$ cat config.mk
export PLATFORM = sky130hd
export DESIGN_NAME = ysyx_24090018_ifetch
export DESIGN_NICKNAME = d
export VERILOG_FILES = /design/src/rtl/ysyx_24090018_pkg.sv /design/src/rtl/ysyx_24090018_ifetch.sv
export SDC_FILE = /design/constraint.sdc
export NUM_CORES = 1
export LEC_CHECK = 0
export CORE_AREA = 2 2 122 65
export CTS_BUF_LIST = sky130_fd_sc_hd__clkbuf_4
export DETAILED_ROUTE_END_ITERATION = 10
export DIE_AREA = 0 0 124 67
export HOLD_SLACK_MARGIN = 0.08
export PLACE_DENSITY = 0.85
export SYNTH_ARGS = -nofsm -noshare
export SYNTH_HDL_FRONTEND = slang
export SYNTH_SLANG_ARGS = --single-unit
$ cat constraint.sdc
create_clock -name clk -period 3.5 [get_ports clk]
set_input_delay 0.7 -clock clk [delete_from_list [all_inputs] [get_ports clk]]
set_output_delay 0.7 -clock clk [all_outputs]
set_load 0.02 [all_outputs]
$ cat src/rtl/ysyx_24090018_pkg.sv
// Shared types and constants for the ysyx_24090018 instruction fetch unit.
package ysyx_24090018_pkg;

   localparam int PC_ADDR_DEFAULT    = 32;
   localparam int DATA_WIDTH_DEFAULT = 32;

   // addi x0, x0, 0 -- substituted for instructions that are never fetched
   localparam logic [31:0] NOP_INST = 32'h0000_0013;

   typedef enum logic [2:0] {
      IDLE,
      REQ,
      WAIT,
      HOLD,
      DRAIN
   } ifetch_state_e;

endpackage

$ cat src/rtl/ysyx_24090018_ifetch.sv
// Single-outstanding instruction fetch unit: PC handshake -> memory read -> IDU handshake.
// Optional IFETCH_MISALIGN_CHK_EN: misaligned PCs bypass memory and return a NOP with misalign_o.
module ysyx_24090018_ifetch
   import ysyx_24090018_pkg::*;
#(
   parameter int PC_ADDR    = PC_ADDR_DEFAULT,
   parameter int DATA_WIDTH = DATA_WIDTH_DEFAULT
) (
   input  logic                  clk,
   input  logic                  rst,
   input  logic [PC_ADDR-1:0]    pc_i,
   input  logic                  pc_valid_i,
   output logic                  pc_ready_o,
   output logic                  mem_req_valid_o,
   input  logic                  mem_req_ready_i,
   output logic [PC_ADDR-1:0]    mem_addr_o,
   input  logic                  mem_rsp_valid_i,
   input  logic [DATA_WIDTH-1:0] mem_rdata_i,
   output logic                  inst_valid_o,
   input  logic                  inst_ready_i,
   output logic [DATA_WIDTH-1:0] inst_o,
   output logic [PC_ADDR-1:0]    inst_pc_o,
`ifdef IFETCH_MISALIGN_CHK_EN
   output logic                  misalign_o,
`endif
   input  logic                  flush_i
);

   ifetch_state_e         state_q, state_d;
   logic [PC_ADDR-1:0]    pc_q;
   logic [DATA_WIDTH-1:0] inst_q;
   logic                  pc_load, inst_load, nop_load;

`ifdef IFETCH_MISALIGN_CHK_EN
   logic mis_q;
   logic pc_misaligned;
   assign pc_misaligned = (pc_i[1:0] != 2'b00);
`endif

   always_ff @(posedge clk or negedge rst) begin
      if (!rst) state_q <= IDLE;
      else      state_q <= state_d;
   end

   // A flush always wins; the only question is whether a response is still owed by memory.
   always_comb begin
      state_d   = state_q;
      pc_load   = 1'b0;
      inst_load = 1'b0;
      nop_load  = 1'b0;
      case (state_q)
         IDLE: begin
            if (pc_valid_i && pc_ready_o) begin
               pc_load = 1'b1;
`ifdef IFETCH_MISALIGN_CHK_EN
               if (pc_misaligned) begin
                  state_d  = HOLD;
                  nop_load = 1'b1;
               end else begin
                  state_d  = REQ;
               end
`else
               state_d = REQ;
`endif
            end
         end
         REQ: begin
            if (flush_i)              state_d = mem_req_ready_i ? DRAIN : IDLE;
            else if (mem_req_ready_i) state_d = WAIT;
         end
         WAIT: begin
            if (mem_rsp_valid_i) begin
               if (flush_i) begin
                  state_d = IDLE;
               end else begin
                  state_d   = HOLD;
                  inst_load = 1'b1;
               end
            end else if (flush_i) begin
               state_d = DRAIN;
            end
         end
         HOLD: begin
            if (flush_i || inst_ready_i) state_d = IDLE;
         end
         DRAIN: begin
            if (mem_rsp_valid_i) state_d = IDLE;
         end
         default: state_d = IDLE;
      endcase
   end

   always_ff @(posedge clk or negedge rst) begin
      if (!rst) begin
         pc_q   <= '0;
         inst_q <= '0;
      end else begin
         if (pc_load)   pc_q   <= pc_i;
         if (inst_load) inst_q <= mem_rdata_i;
         if (nop_load)  inst_q <= DATA_WIDTH'(NOP_INST);
      end
   end

`ifdef IFETCH_MISALIGN_CHK_EN
   always_ff @(posedge clk or negedge rst) begin
      if (!rst)         mis_q <= 1'b0;
      else if (pc_load) mis_q <= pc_misaligned;
   end
   assign misalign_o = (state_q == HOLD) && mis_q;
`endif

   assign pc_ready_o      = (state_q == IDLE) && !flush_i;
   assign mem_req_valid_o = (state_q == REQ);
   assign mem_addr_o      = pc_q;
   assign inst_valid_o    = (state_q == HOLD);
   assign inst_o          = inst_q;
   assign inst_pc_o       = pc_q;

endmodule

==> results of run 1 <==
-- worst max path at each step --
stage          cells after the start            to  slack [ns]
3_5_place_dp                       4    inst_o[25]        0.32
5_1_grt                            3    pc_ready_o        0.54
6_report                           3    pc_ready_o        0.58
2_1_floorplan                      4  inst_pc_o[0]        1.62
3_3_place_gp                       4     inst_o[7]        0.41
4_1_cts                            3    pc_ready_o        0.60
-- state kept, by name, indices dropped and copies added, names as in the netlist --
signal     cells
inst_o        32
state_q        3
inst_pc_o     32
-- synthesized netlist by cell type (2+ instances only) --
cell | instances | area (um2)
a32o_1 | 2 | 20.02
nand2_1 | 3 | 11.26
mux2_2 | 54 | 608.1
buf_4 | 32 | 240.2
mux2_4 | 10 | 150.1
buf_6 | 6 | 67.56
dfrtp_1 | 67 | 1677
inv_1 | 3 | 11.26
buf_2 | 2 | 10.01
nand2b_1 | 2 | 12.51
nor2_1 | 3 | 11.26
-- worst reg2reg max path, delay by kind of cell (launching register included) --
kind / cells / cell delay (ns)
flip-flops: 1 / 0.47
AND/OR/NAND/NOR: 2 / 1.14
multiplexers: 1 / 0.62
-- per-layer routing --
layer  vias to the layer above  part of all wire, %
li1                        935                    -
met4                         0                  1.1
met5                         -                    0
met2                       125                   47
met3                         7                   11
met1                       989                   41
-- power breakdown --
part / internal, W / switching (W) / leakage, nW
Clock: 0.000304 / 0.000264 / 0.0868
Sequential: 0.00115 / 0.000284 / 0.827
Combinational: 0.00137 / 0.00114 / 1.07
Total: 0.00282 / 0.00169 / 1.98
-- logic make-up after synthesis --
family / after synthesis / synth area share (%)
simple gates: 15 / 3.661
mux: 65 / 26.14
compound gates: 7 / 1.958
flops: 67 / 57.05
buf+inv: 43 / 11.20
-- metrics by stage --
step	total power [W]	utilization, %	hold WS, ns
global placement	0.003926	61.98	0.4887
CTS	0.004564	64.21	0.3304
finish	0.004511	64.21	0.3389
floorplan	0.002895	-	0.4044
global route	0.004767	64.21	0.3498
detailed placement	0.003978	61.98	0.4947
-- area by class of cell --
cell class / instances / area share, %
multi-input cells: 87 / 20.31
inverters: 3 / 0.2450
flip-flops and latches: 67 / 36.48
well taps: 96 / 2.614
clock inverters: 5 / 1.688
repair buffers: 170 / 36.86
clock buffers: 11 / 1.797
==> results summary, run 1 <==
The run finished with clean final reports. For this design, the slowest cell found on the critical path is clkdlybuf4s50_1. The number of placed instances, taps included is 423. The critical path starts at flush_i. For this run, the post-layout net count is 409.

The number of antenna violations at the first check in global routing came to 0. The footprint of the multi-input gates is 933.4 um2. The core area came out at 7157 um2. Dividing the synthesized area by the synthesized cell count gives 14.92 um2. The signal on the critical path passes through clkdlybuf4s50_1 -> nor4_4 -> clkdlybuf4s50_1. In this run the critical register-to-register path is captured at inst_o[25]. The final wirelength is 6.918 mm. The count of buffers inserted at the top-level ports came out at 169.

The longest clock path from root to sink contains 2 buffers. In this run the count of I/O pins placed on the die edge is 170. The arrival time at the worst endpoint came out at 2.22 ns. The horizontal die dimension is 124 um. After legalization and detailed placement, the total HPWL measured 5.226 mm.

The largest stage delay on the critical path came out at 0.65 ns. The finished cells cover 4596 um2. Hold repair after CTS inserted 0 buffers. The count of antenna-violating nets left after detailed routing came out at 0. After detailed placement, the total cell area comes to 4436 um2. The fraction of the cycle the final worst path needs came out at 83.31%. After detailed routing, the number of vias per cell comes to 4.683. The post-synthesis instance area is 2939 um2.

The depth of the most critical reg-to-reg path came out at 3. In the layout the commonest cells are 168 x clkdlybuf4s50_1, 67 x dfrtp_1, 54 x mux2_2. The number of levels in the clock H-tree came out at 3.

The CTS tree is built. The signed area change from the synthesized netlist to the final layout came out at 56.36%. The area taken by flip-flops and latches came out at 1677 um2.

The clock-pin slew on the worst setup and hold paths is 0.10 ns. The via count of the first global-routing pass is 2035. The die is 67 um tall.

The final weighted congestion in routability-driven placement came out at 0.8499. The largest clock skew in the final design is 0.008439 ns. The number of hold-slack violations in the final timing report is 0.

Global routing used 17.23% of the available tracks across all layers. The leftover overflow at the end of global routing came out at 0. The post-route minimum period came out at 2.916 ns. The total buffers and inverters traversed by the critical path is 2. In this design, the critical path's most frequently occurring cell is clkdlybuf4s50_1. The antenna cell count is 0. Across all setup checks in the final design, the least slack found is 0.5840 ns. The number of buffers inserted during clock tree synthesis came out at 9. The slew at the pin closest to its max-slew limit is 1.065 ns. Before antenna repair, the detailed router went through 4 iterations.

The site row count came out at 22. Setup repair after global routing left no endpoint under its margin. The yosys synthesis warning count is 0. Measured against its own limit, the worst slew margin works out to 28.71%. The worst endpoint required time is 2.80 ns.

The die area came out at 8308 um2. In the synthesized netlist, the number of instances is 197. Before CTS, the worst setup slack after placement is 0.3210 ns. The synthesized netlist contains 24 unique library cells. In this run, synthesis produced a sequential element count of 67. The count of filler cells inserted in the layout is 537. Based on the critical path, the design can be clocked at up to 342.9 MHz. Power spread over the standard cell area amounts to 981.6 nW/um2. The buffer count from post-CTS setup fixing is 0. The worst voltage drop across the vdd grid came out at 0.6379 mV.

In this run the worst hold path is classified as input port to asynchronous set/reset pin. Grouping stages by cell kind, the critical path spends the most delay in buffers and inverters. Dividing the detail-routed wire length by the instance count gives 15.76 um. The largest net degree at the start of global routing is 37. For this run, the leading register cell type out of synthesis is dfrtp_1. The number of slew-limit violations in the final report is 0. Across all layers, the routed design uses 2056 vias. The first global-routing pass estimated 10.38 mm of wire.

Max-cap violations in this run came to 0. The initial core utilization is 41.07%. The startpoint identified for the worst register-to-register timing path is state_q[2]. The clock network latency to the later pin of the worst-skew pair is 0.39 ns. The library cell used most frequently in the layout, excluding fill and tap cells, is clkdlybuf4s50_1. The worst reg-to-reg setup slack is 1.15 ns. STA classifies the critical path startpoint as an input port. The post-CTS resize count is 0. The leakage power is 1.981 nW. The final setup violation count is 0. The layer flagged by global routing as most heavily used is met2.

In this run the clock root is driven by a clkbuf_4. After synthesis, flip-flops and latches occupy 57.05% of the total area. The violation count after the first detailed-route iteration is 129. The biggest fanout along the worst timing path came out at 6.

The global routing met2 resource utilization is 28.02%. The number of nets in the synthesized netlist is 268. The synthesized design contains 0 enable-type register cells. The final non-filler cell total is 439. The sum of negative setup slack is 0 ns. The share of flip-flops with an asynchronous set or reset after synthesis came out at 100.0%. The worst setup path is of the input port to output port kind. The final routed DRC violation total is 0. The clock sink count is 67. The met1 demand-to-capacity share in global routing came out at 19.90%.

The worst setup path is captured at an output port. The met3 track demand over resource in global routing is 8.476%. The fraction of final layout cells with drive strength greater than 1 came out at 24.78%.
(Power assumes the default switching activity.)
==> run 2: changes to the inputs <==
- CORE_AREA: 2 2 122 65 -> 2 2 126 67
- DIE_AREA: 0 0 124 67 -> 0 0 128 69
- PLACE_DENSITY: 0.85 -> 0.81
- clock period: 3.5 -> 2.9 ns (I/O delays scaled with it)
==> run 2 against run 1 <==
  * First-iteration DRC count shrank 37%
  * Global-route usage shrank 1.0 points
  * Non-clock buffer count grew 3
  * Final area shrank 0.52%
  * Register-to-register slack gained 0.06 ns
  * Clock power shrank 15%
  * Critical endpoint unchanged
==> results summary, run 2 (synthesis gave the netlist of run 1 again) <==
The flow ran to the end, and the final reports show no timing, DRC or antenna violations. The CTS tree is built. The arrival time at the worst endpoint is 2.13 ns (-0.09 ns). The estimated wirelength of the detail-placed design came out at 5.035 mm (-3.7%). The number of hold-slack violations in the final timing report is 0 (unchanged). The clock-pin slew on the worst setup and hold paths is 0.09 ns (about the same). The power density of the placed cells came out at 1145 nW/um2 (+17%).

The clock network latency to the later pin of the worst-skew pair is 0.41 ns (+0.02 ns). The maximum clock frequency is 369.2 MHz. The top-level I/O count came to 170 (unchanged). The total buffers and inverters traversed by the critical path came out at 2 (unchanged). The critical path goes through clkdlybuf4s50_1 -> nor4_4 -> clkdlybuf4s50_1.

The biggest fanout along the worst timing path came out at 6 (unchanged). The fraction of final layout cells with drive strength greater than 1 came out at 24.35% (-0.43 points). The number of iterations in the first detailed-routing pass is 4 (unchanged). The worst voltage drop across the vdd grid is 0.6766 mV (+6.1%). The critical path in this run is classified as input port to output port. The max-capacitance violation count is 0 (unchanged). The path class of the tightest hold or removal check is input port to asynchronous set/reset pin. The post-detailed-route wirelength per cell came out at 15.40 um (-2.2%).

The kind of end point of the critical path is an output port. The clock sink count is 67 (unchanged). The number of nets in the finished design is 412 (+0.73%).

The count of antenna-violating nets left after detailed routing was 0 (unchanged). The final wirelength is 6.855 mm (-0.91%). The post-route minimum period came out at 2.708 ns.

Among the stages of the critical path, the cell type that occurs most often is clkdlybuf4s50_1. The worst hold slack is 0.2175 ns (-0.1214 ns). The number of buffers inserted during clock tree synthesis is 9 (unchanged). The wire length of the first global-routing pass is 10.84 mm (+4.4%). The count of filler cells inserted in the layout was 605 (+13%). The largest net degree at the start of global routing came out at 36 (-2.7%). Leaving out fill and tap cells, the most frequent cells in the layout are 168 x clkdlybuf4s50_1, 67 x dfrtp_1, 54 x mux2_2. The number of hold buffers added after CTS came to 0 (unchanged). The largest stage delay on the critical path is 0.66 ns (about the same). The number of antenna violations at the first check in global routing came out at 0 (unchanged). The number of levels in the clock H-tree is 3 (unchanged). The signed area change from the synthesized netlist to the final layout came out at 55.56%. The largest clock skew in the final design is 0.005092 ns (-0.003347 ns). The via count of the first global-routing pass came out at 2102 (+3.3%).

The die area is 8832 um2 (+6.3%). The slew at the pin closest to its max-slew limit came to 0.7466 ns (-0.3188 ns). The count of buffers inserted at the top-level ports came to 169 (unchanged). Setup repair after global routing left no endpoint under its margin. The initial core utilization came out at 38.11% (-3.0 points).

The final routed DRC violation total is 0 (unchanged). The library cell used most frequently in the layout, excluding fill and tap cells, is clkdlybuf4s50_1. The slowest cell on the critical path is clkdlybuf4s50_1. The core area came out at 7712 um2 (+7.8%). The final setup violation count was 0 (unchanged).

The buffer cell driving the clock tree root is clkbuf_4. The footprint of the multi-input gates came out at 933.4 um2 (unchanged). The global-route total usage across every layer came out at 16.22% (-1.0 points).

The violation count after the first detailed-route iteration came out at 81 (-37%). The buffer count from post-CTS setup fixing came out at 0 (unchanged). The worst endpoint required time is 2.32 ns (-0.48 ns). The element type at the critical path start is an input port. The headroom to the max-slew limit was 50.23% (+22 points). The number of slew-limit violations in the final report came out at 0 (unchanged). The leakage power is 1.971 nW (-0.55%). The site row count came out at 23 (+4.5%). The worst setup slack after placement is 0.1991 ns (-0.1219 ns). The final critical path takes up 93.40% of the cycle. The number of buffers on the longest clock path came out at 2 (unchanged).

The final weighted congestion in routability-driven placement is 0.8927 (+5.0%). The post-route worst setup slack came out at 0.1915 ns (-0.3925 ns). The cell depth of the worst setup path is 3 (unchanged). The final design utilization came to 59.28% (-4.9 points). The overall via count from detail_route came to 2006 (-2.4%). The post-CTS resize count came out at 0 (unchanged). The detail-routed via count per cell is 4.508 (-3.7%). The horizontal die dimension came out at 128 um (+3.2%). The sum of negative setup slack came out at 0 ns (unchanged). The antenna cell count is 0 (unchanged). The overall die height is 69 um (+3.0%).

In this design, the largest share of critical-path delay is due to buffers and inverters. The depth of the most critical reg-to-reg path is 3 (unchanged). The leftover overflow at the end of global routing came to 0 (unchanged).

The area taken by flip-flops and latches came out at 1677 um2 (unchanged).
[run 2: cell count changes in the layout (fill, tap and decap cells not counted), sizes merged]
| cell | change |
|---|---|
| clkinvlp | -1 |
| clkbuf | -1 |
| buf | +3 |
| clkinv | +3 |
| bufinv | -2 |
[run 2: layout make-up]
class                           count  area share [%]
Tap cell                          100           2.737
Clock inverter                      5          0.4652
Clock buffer                       10           1.642
Multi-Input combinational cell     87           20.42
Sequential cell                    67           36.67
Timing Repair Buffer              173           37.82
Inverter                            3          0.2463
[run 2: final timing paths]
kind,startpoint,to,slack [ns]
max in group asynchronous,rst,inst_o[3],2.03
setup / recovery,flush_i,pc_ready_o,0.19
hold / removal,rst,inst_pc_o[14],0.22
setup reg to reg,state_q[0],inst_o[7],1.21
min in group clk,inst_o[9],inst_o[9],0.51
hold reg to reg,inst_o[9],inst_o[9],0.51
[run 2: per-stage QoR]
step / area (um2) / total power (W) / instances
after floorplan: 2939 / 0.003494 / 197
after global placement: 4476 / 0.004743 / 430
after detailed placement: 4476 / 0.004793 / 430
after CTS: 4572 / 0.005310 / 445
after global routing: 4572 / 0.005528 / 445
final: 4572 / 0.005237 / 445
[run 2: power breakdown]
part	total (W)	internal (W)	switching (W)	leakage, nW
registers	0.00172	0.00139	0.000329	0.827
clock network	0.000482	0.000170	0.000312	0.0585
logic	0.00304	0.00166	0.00138	1.08
[run 2: metal layers]
layer	share of wire, %	vias up	track usage [%]
li1	-	932	-
met1	44	951	20.18
met2	44	110	24.18
met3	10	13	7.997
met4	1.5	0	6.471
met5	0	-	0
==> run 3: changes to the inputs <==
- clock period: 2.9 -> 3.1 ns (I/O delays scaled with it)
==> run 3 against run 2 <==
  * Utilization barely moved
  * Global-route usage shrank 0.13 points
  * Sequential power down 7%
  * Die area unchanged
  * Critical path depth unchanged
  * Worst setup slack better by 0.17 ns
  * Clock power down 6.8%
  * Clock skew is 0.0068 ns higher
  * Combinational power shrank 6%
  * Hold slack better by 0.043 ns
  * First-iteration DRC count is 51% lower
==> results summary, run 3 (synthesis gave the netlist of run 1 again) <==
The number of slew-limit violations in the final report is 0 (unchanged). The wire length of the first global-routing pass came to 10.90 mm (+0.52%). The max-capacitance violation count came to 0 (unchanged).

The most numerous cell type found on the critical path is clkdlybuf4s50_1. The post-detailed-route wirelength per cell is 15.42 um (about the same). The run finished with clean final reports. The most frequent standard cell in the layout excluding fill and tap cells is clkdlybuf4s50_1.

The final wirelength is 6.830 mm (-0.36%). The overall via count from detail_route is 1997 (-0.45%). The element type at the critical path start is an input port.

In the layout the commonest cells are 168 x clkdlybuf4s50_1, 67 x dfrtp_1, 54 x mux2_2. The largest net degree at the start of global routing is 36 (unchanged). The power density of the placed cells came out at 1072 nW/um2 (-6.4%). The top-level I/O count came to 170 (unchanged). The post-route minimum period is 2.734 ns. The overall power after layout came to 0.004906 W (-6.3%). The maximum clock frequency came out at 365.8 MHz.

The count of antenna-violating nets left after detailed routing is 0 (unchanged). The final routed DRC violation total came out at 0 (unchanged). The sum of negative setup slack came out at 0 ns (unchanged). The tree is rooted in a clkbuf_4. The antenna cell count is 0 (unchanged). TritonCTS built the clock tree. The number of hold buffers added after CTS came out at 0 (unchanged). The estimated wirelength of the detail-placed design is 5.065 mm (+0.58%). The final non-filler cell total was 443 (-0.45%).

On the critical path, the stage with the largest delay is an instance of clkdlybuf4s50_1. The fraction of the cycle the final worst path needs came out at 88.19%. The clock sink count came out at 67 (unchanged).

The number of buffers inserted during clock tree synthesis came out at 9 (unchanged). The site row count came out at 23 (unchanged). The clock-pin slew on the worst setup and hold paths came out at 0.11 ns (+0.02 ns). The number of hold-slack violations in the final timing report came out at 0 (unchanged).

The number of buffers on the longest clock path is 2 (unchanged). The type of the setup path with the least slack is input port to output port. The headroom to the max-slew limit is 49.98% (-0.25 points). The horizontal die dimension came out at 128 um (unchanged). The leftover overflow at the end of global routing is 0 (unchanged). The final weighted congestion in routability-driven placement was 0.8604 (-3.6%). The fraction of final layout cells with drive strength greater than 1 is 24.20% (-0.15 points). The worst voltage drop across the vdd grid came out at 0.6188 mV (-8.5%). The worst endpoint required time is 2.48 ns (+0.16 ns). The kind of end point of the critical path is an output port. The count of buffers inserted at the top-level ports is 169 (unchanged). The via count of the first global-routing pass is 2094 (-0.38%). The global-route total usage across every layer is 16.09% (-0.13 points). The post-CTS resize count is 0 (unchanged).

The number of iterations in the first detailed-routing pass came to 4 (unchanged). Setup repair after global routing left no endpoint under its margin. The largest clock skew in the final design came out at 0.01193 ns (+0.006834 ns). The number of placed instances, taps included is 429 (-0.23%). The final design utilization is 59.33% (about the same). The count of filler cells inserted in the layout came out at 602 (-0.50%). The final setup violation count came to 0 (unchanged). The overall die height is 69 um (unchanged). The internal portion of total power is 0.003014 W (-6.4%). The net switching component of the power was 0.001892 W (-6.3%).

The portion of total power attributed to the clock network was 9.2% (about the same). The die area is 8832 um2 (unchanged). The signed area change from the synthesized netlist to the final layout is 55.68% (about the same). The part of the power in combinational logic is 58.1% (about the same). The number of antenna violations at the first check in global routing is 0 (unchanged).

The violation count after the first detailed-route iteration was 40 (-51%). The number of levels in the clock H-tree came out at 3 (unchanged). The detail-routed via count per cell was 4.508 (about the same). The core area is 7712 um2 (unchanged).

The largest stage delay on the critical path came out at 0.65 ns (about the same). The slew at the pin closest to its max-slew limit is 0.7503 ns (+0.003783 ns). The kind of path behind the tightest hold check is input port to asynchronous set/reset pin. The signal on the critical path passes through clkdlybuf4s50_1 -> nor4_4 -> clkdlybuf4s50_1. The biggest fanout along the worst timing path came out at 6 (unchanged). The number of nets in the finished design came out at 411 (-0.24%). The clock network latency to the later pin of the worst-skew pair is 0.40 ns (about the same).

The leakage power is 1.967 nW (-0.19%). The worst hold slack is 0.2605 ns (+0.04297 ns). The power share of the sequential group came out at 32.7% (about the same).

The initial core utilization came out at 38.11% (unchanged). The arrival time at the worst endpoint is 2.11 ns (-0.02 ns). The switching share of power came to 38.56% (about the same). The buffer count from post-CTS setup fixing came out at 0 (unchanged).
[run 3: final timing paths]
check	startpoint	endpoint	slack, ns	cells after the start
min in group clk	inst_o[4]	inst_o[4]	0.51	1
max reg2reg	state_q[0]	inst_pc_o[27]	1.30	4
max	flush_i	pc_ready_o	0.37	3
min reg2reg	inst_o[4]	inst_o[4]	0.51	1
max in group asynchronous	rst	inst_o[21]	2.18	2
min	rst	inst_pc_o[14]	0.26	1
[run 3: critical path: cells and delay by family]
kind	cells	cell delay, ns
buf+inv	2	1.17
simple gates	1	0.32
[run 3: cell type report]
class | instances | area [um2] | share of cell area [%]
Clock buffer | 10 | 75.07 | 1.641
Clock inverter | 4 | 20.02 | 0.4375
Inverter | 3 | 11.26 | 0.2461
Multi-Input combinational cell | 87 | 933.4 | 20.40
Sequential cell | 67 | 1677 | 36.64
Tap cell | 100 | 125.1 | 2.734
Timing Repair Buffer | 172 | 1734 | 37.90
[run 3: metal layers]
metal  GRT usage (%)  wire length (um)  vias up  share of wire, %
met5               0                 0        -                 0
met4           5.128                76        0               1.1
met3           8.230               718        7                11
met2           24.18              3102      108                45
met1           20.18              2932      951                43
li1                -                 -      931                 -
[run 3: power by group through the flow]
stage | Combinational [W] | Clock [W] | Sequential, W
global route | 0.00299 | 0.000513 | 0.00168
CTS | 0.00288 | 0.000474 | 0.00161
global placement | 0.00284 | 0 | 0.00160
finish | 0.00285 | 0.000449 | 0.00160
floorplan | 0.00119 | 0 | 0.00208
detailed placement | 0.00288 | 0 | 0.00162
[run 3: through the flow]
| step | setup WS [ns] | area [um2] |
|---|---|---|
| 3_3_place_gp | 0.3843 | 4481 |
| 6_report | 0.3662 | 4576 |
| 5_1_grt | 0.2839 | 4576 |
| 2_1_floorplan | 1.295 | 2939 |
| 4_1_cts | 0.3684 | 4576 |
| 3_5_place_dp | 0.3721 | 4481 |
